==> src/rtl/uart_tx_arbiter.sv <==
// Round-robin arbiter sharing one UART transmitter among NREQ byte producers,
// with packet lock, start/done handshake, optional inter-frame gap and tx_done watchdog.
module uart_tx_arbiter #(
    parameter int NREQ       = 2,
    parameter int GAP_CYCLES = 0,
    parameter int TIMEOUT    = 200
) (
    input  logic              clk,
    input  logic              rst,
    input  logic [NREQ-1:0]   req_valid,
    input  logic [8*NREQ-1:0] req_data,
    input  logic [NREQ-1:0]   req_last,
    output logic [NREQ-1:0]   req_ready,
    output logic [NREQ-1:0]   grant,
    output logic              tx_start,
    output logic [7:0]        tx_data,
    input  logic              tx_done,
    output logic              busy,
    output logic              timeout_err,
    input  logic              err_clr
);

    localparam int PW       = (NREQ > 1) ? $clog2(NREQ) : 1;
    localparam int TW       = $clog2(TIMEOUT + 1);
    localparam int GW       = $clog2(GAP_CYCLES + 2);
    localparam int GAP_LAST = (GAP_CYCLES > 0) ? GAP_CYCLES - 1 : 0;

    typedef enum logic [1:0] {S_IDLE, S_START, S_WAIT, S_GAP} state_t;

    state_t            state_q, state_d;
    logic [PW-1:0]     ptr_q, ptr_d;
    logic              lock_q, lock_d;
    logic [NREQ-1:0]   grant_q, grant_d;
    logic              tx_start_q, tx_start_d;
    logic [7:0]        tx_data_q, tx_data_d;
    logic              busy_q, busy_d;
    logic              err_q, err_d;
    logic [TW-1:0]     timer_q, timer_d;
    logic [GW-1:0]     gap_q, gap_d;

    logic              win_found;
    logic [PW-1:0]     winner;
    logic [NREQ-1:0]   win_onehot;
    logic              err_set;

    // While locked only the current owner may win; otherwise search from ptr+1 upward.
    always_comb begin
        win_found = 1'b0;
        winner    = ptr_q;
        if (lock_q) begin
            win_found = req_valid[ptr_q];
        end else begin
            for (int k = 1; k <= NREQ; k++) begin
                if (!win_found && req_valid[(int'(ptr_q) + k) % NREQ]) begin
                    win_found = 1'b1;
                    winner    = PW'((int'(ptr_q) + k) % NREQ);
                end
            end
        end
        win_onehot = NREQ'(1) << winner;
    end

    assign req_ready = (state_q == S_IDLE && win_found) ? win_onehot : '0;

    always_comb begin
        state_d    = state_q;
        ptr_d      = ptr_q;
        lock_d     = lock_q;
        grant_d    = grant_q;
        tx_start_d = 1'b0;
        tx_data_d  = tx_data_q;
        timer_d    = timer_q;
        gap_d      = gap_q;
        err_set    = 1'b0;
        case (state_q)
            S_IDLE: begin
                if (win_found) begin
                    tx_data_d  = req_data[{winner, 3'b000} +: 8];
                    grant_d    = win_onehot;
                    ptr_d      = winner;
                    lock_d     = ~req_last[winner];
                    tx_start_d = 1'b1;
                    state_d    = S_START;
                end
            end
            S_START: begin
                timer_d = '0;
                state_d = S_WAIT;
            end
            S_WAIT: begin
                timer_d = timer_q + 1'b1;
                // A done pulse on the final watchdog cycle still counts as success.
                if (tx_done) begin
                    grant_d = lock_q ? grant_q : '0;
                    gap_d   = '0;
                    state_d = (GAP_CYCLES > 0) ? S_GAP : S_IDLE;
                end else if (timer_q == TW'(TIMEOUT - 1)) begin
                    err_set = 1'b1;
                    lock_d  = 1'b0;
                    grant_d = '0;
                    state_d = S_IDLE;
                end
            end
            S_GAP: begin
                gap_d = gap_q + 1'b1;
                if (gap_q == GW'(GAP_LAST)) state_d = S_IDLE;
            end
            default: state_d = S_IDLE;
        endcase
        err_d  = err_set ? 1'b1 : (err_clr ? 1'b0 : err_q);
        busy_d = (state_d != S_IDLE);
    end

    always_ff @(posedge clk) begin
        if (rst) begin
            state_q    <= S_IDLE;
            ptr_q      <= PW'(NREQ - 1);
            lock_q     <= 1'b0;
            grant_q    <= '0;
            tx_start_q <= 1'b0;
            tx_data_q  <= '0;
            busy_q     <= 1'b0;
            err_q      <= 1'b0;
            timer_q    <= '0;
            gap_q      <= '0;
        end else begin
            state_q    <= state_d;
            ptr_q      <= ptr_d;
            lock_q     <= lock_d;
            grant_q    <= grant_d;
            tx_start_q <= tx_start_d;
            tx_data_q  <= tx_data_d;
            busy_q     <= busy_d;
            err_q      <= err_d;
            timer_q    <= timer_d;
            gap_q      <= gap_d;
        end
    end

    assign grant       = grant_q;
    assign tx_start    = tx_start_q;
    assign tx_data     = tx_data_q;
    assign busy        = busy_q;
    assign timeout_err = err_q;

endmodule
==> config.mk <==
export PLATFORM = sky130hd
export DESIGN_NAME = uart_tx_arbiter
export DESIGN_NICKNAME = d
export VERILOG_FILES = /design/src/rtl/uart_tx_arbiter.sv
export SDC_FILE = /design/constraint.sdc
export NUM_CORES = 1
export LEC_CHECK = 0
export ABC_AREA = 1
export CORE_UTILIZATION = 50
export CTS_CLUSTER_DIAMETER = 50
export CTS_CLUSTER_SIZE = 10
export DETAILED_ROUTE_END_ITERATION = 16
export HOLD_SLACK_MARGIN = 0.06
export PLACE_DENSITY_LB_ADDON = 0.25
export REMOVE_ABC_BUFFERS = 1
export SYNTH_ARGS = -nofsm -noshare
export SYNTH_HDL_FRONTEND = slang
export SYNTH_SLANG_ARGS = --single-unit
==> constraint.sdc <==
create_clock -name clk -period 3.2 [get_ports clk]
set_input_delay 0.64 -clock clk [delete_from_list [all_inputs] [get_ports clk]]
set_output_delay 0.64 -clock clk [all_outputs]
set_load 0.02 [all_outputs]
==> flow_summary.json <==
{
  "worstSetupStartpointType": "input pin",
  "drt_wl_total_um": 2910,
  "n_fill_cell": 212,
  "firstDrtPassIters": 4,
  "hold_viol_final": 0,
  "ctsLongestPathBuffers": 2,
  "grt_max_degree": 16,
  "area_growth_pct": 35.0,
  "cts_max_level": 1,
  "die-width_um": 53.7,
  "clkSinkCount": 26,
  "slew_headroom": 0.623,
  "antenna_cells_inserted": 0,
  "clk-insertion-delay-late_ns": 0.32,
  "root_buffer": "clkbuf_4",
  "status": "complete, no violations",
  "critPathCaptureType": "primary output",
  "synthArstFlopShare": 0,
  "timing.final.crit_share": 0.849,
  "drive_gt1_frac": 0.0992,
  "yosys.area.top_type_share": 0.390,
  "synth-seq-area-share": 0.390,
  "synth-seq-cells": 26,
  "setup-tns-final_ns": 0,
  "antenna_left": 0,
  "initial_utilization": 0.534,
  "yosys.area.top_type": "dfxtp_1",
  "ctsResizeCount": 0,
  "path_max_fanout": 3,
  "ios": 39,
  "mostFrequentLayoutCells": "nand2_1, clkdlybuf4s50_1, dfxtp_1",
  "yosys_warnings": 0,
  "finalMaxSlewViolations": 0,
  "wl_per_cell_um": 10.7,
  "cts_made_buffers": 3,
  "core_area_sq_mm": 0.00250,
  "synth_area_per_cell_sq_um": 6.64,
  "die-area_sq_mm": 0.00288,
  "grt.overflow.total": 0,
  "hpwl_um": 2140,
  "rsz0062_at_grt": "no",
  "hold_class": "reg2reg",
  "holdBufCountCts": 0,
  "worstMarginPinSlew_ns": 0.564,
  "cap_violations": 0,
  "via_per_inst": 4.79,
  "cts_setup_buffers": 0,
  "die_y_um": 53.7,
  "route.detailed.drc": 0,
  "gp_congestion": 0.808,
  "nets": 271,
  "multiInputGateArea_sq_um": 704,
  "place_area_sq_mm": 0.00175,
  "final_common_cell": "nand2_1",
  "worst-endpoint-required_ns": 2.56,
  "final_area_sq_mm": 0.00180,
  "ys.flop_type": "dfxtp_1",
  "tritoncts": "built",
  "worstSetupPathType": "in2out",
  "seqCellArea_sq_um": 520,
  "grt_pass1_wl_um": 4460,
  "grtUsageTotal": 0.211,
  "grt_pass1_vias": 1051,
  "synth_area_sq_mm": 0.00133,
  "drt_iter0_drc": 22,
  "clock-skew-final_ns": 0.00385,
  "powerDensity_mw_per_mm2": 861,
  "synth_edf_count": 0,
  "cp.arrival_ns": 2.08,
  "clkTransAtPathRegs_ns": 0.14,
  "finalSetupViolCount": 0,
  "synth_cell_type_count": 24,
  "row_count": 18,
  "yosys-top-cells-area": "dfxtp_1, nand2_1, nor2_1",
  "fin_crit_ns": 2.72,
  "r2r-start": "state_q[1]",
  "p_total_mw": 1.55,
  "via_count": 1303,
  "fmax_ghz": 0.368,
  "cellLeakagePower_nw": 0.813,
  "crit_start": "req_valid[1]",
  "antenna_found_initial": 0,
  "synth_cells": 201,
  "portBuffers": 38,
  "hold_start": "tx_data[0]",
  "max-vdd-ir-drop_uv": 707
}
==> synthesized netlist by cell type (2+ instances only) <==
library cell  count
nand2_1          79
dfxtp_1          26
nor2_1           23
inv_1            17
a21oi_1          13
inv_2             5
o21ai_1           5
ha_1              4
nand2_2           4
o21ai_0           4
buf_4             3
nand3_1           3
nor2_2            3
nand3_2           2
==> through the flow <==
stage | util | setup slack, ns | instances | hold WS, ns
4_1_cts | 0.720 | 0.477 | 272 | 0.474
6_report | 0.720 | 0.485 | 272 | 0.471
2_1_floorplan | - | 1.26 | 197 | 0.440
3_5_place_dp | 0.699 | 0.502 | 268 | 0.454
5_1_grt | 0.720 | 0.388 | 272 | 0.492
3_3_place_gp | 0.699 | 0.477 | 268 | 0.451
==> routing by layer <==
metal	routed length (um)	track usage	share of wire	up-vias
li1	-	-	-	704
met1	1400	0.284	0.48	570
met2	1410	0.352	0.49	27
met3	77	0.0282	0.026	2
met4	12	0.0526	0.0041	0
met5	0	0	0	-
==> critical path, cell delays in order <==
cell and delay [ns]:
clkdlybuf4s50_1 0.49, nand3_1 0.09, nand2_2 0.11, inv_2 0.04, nor2_1 0.09, clkdlybuf4s50_1 0.61
==> layout make-up <==
type                            count  area share
Multi-Input combinational cell    149       0.391
Sequential cell                    26       0.289
Timing Repair Buffer               41       0.224
Inverter                           22      0.0459
Tap cell                           30      0.0208
Clock inverter                      1      0.0167
Clock buffer                        3      0.0125
==> path summary, 6_finish.rpt <==
kind             endpoint  slack, ns  cells after the start
max          req_ready[1]       0.48                      6
min            tx_data[0]       0.47                      2
max reg2reg    timer_q[7]       1.58                      9
min reg2reg    tx_data[0]       0.47                      2
==> state kept, by name (all words and copies together) (netlist names) <==
name,count
gap_q,1
timeout_err,1
ptr_q,1
timer_q,8
tx_start,1
busy,1
grant,2
lock_q,1
state_q,2
tx_data,8
==> where the power goes <==
group,switching (mW),internal (mW),leakage (nW)
combinational,0.507,0.348,0.572
clock,0.0996,0.127,0.0279
sequential,0.0541,0.415,0.213
==> logic make-up (layout without fill, tap and decap cells) <==
group / Yosys count / after routing / share of synthesized area
AO/OA/AOI/OAI: 27 / 27 / 0.113
adder cells (fa/ha/maj): 4 / 4 / 0.0375
buffers and inverters: 26 / 67 / 0.0816
flip-flops: 26 / 26 / 0.390
AND/OR/NAND/NOR: 118 / 118 / 0.378
Note: power is estimated with default switching activity, not from simulation.
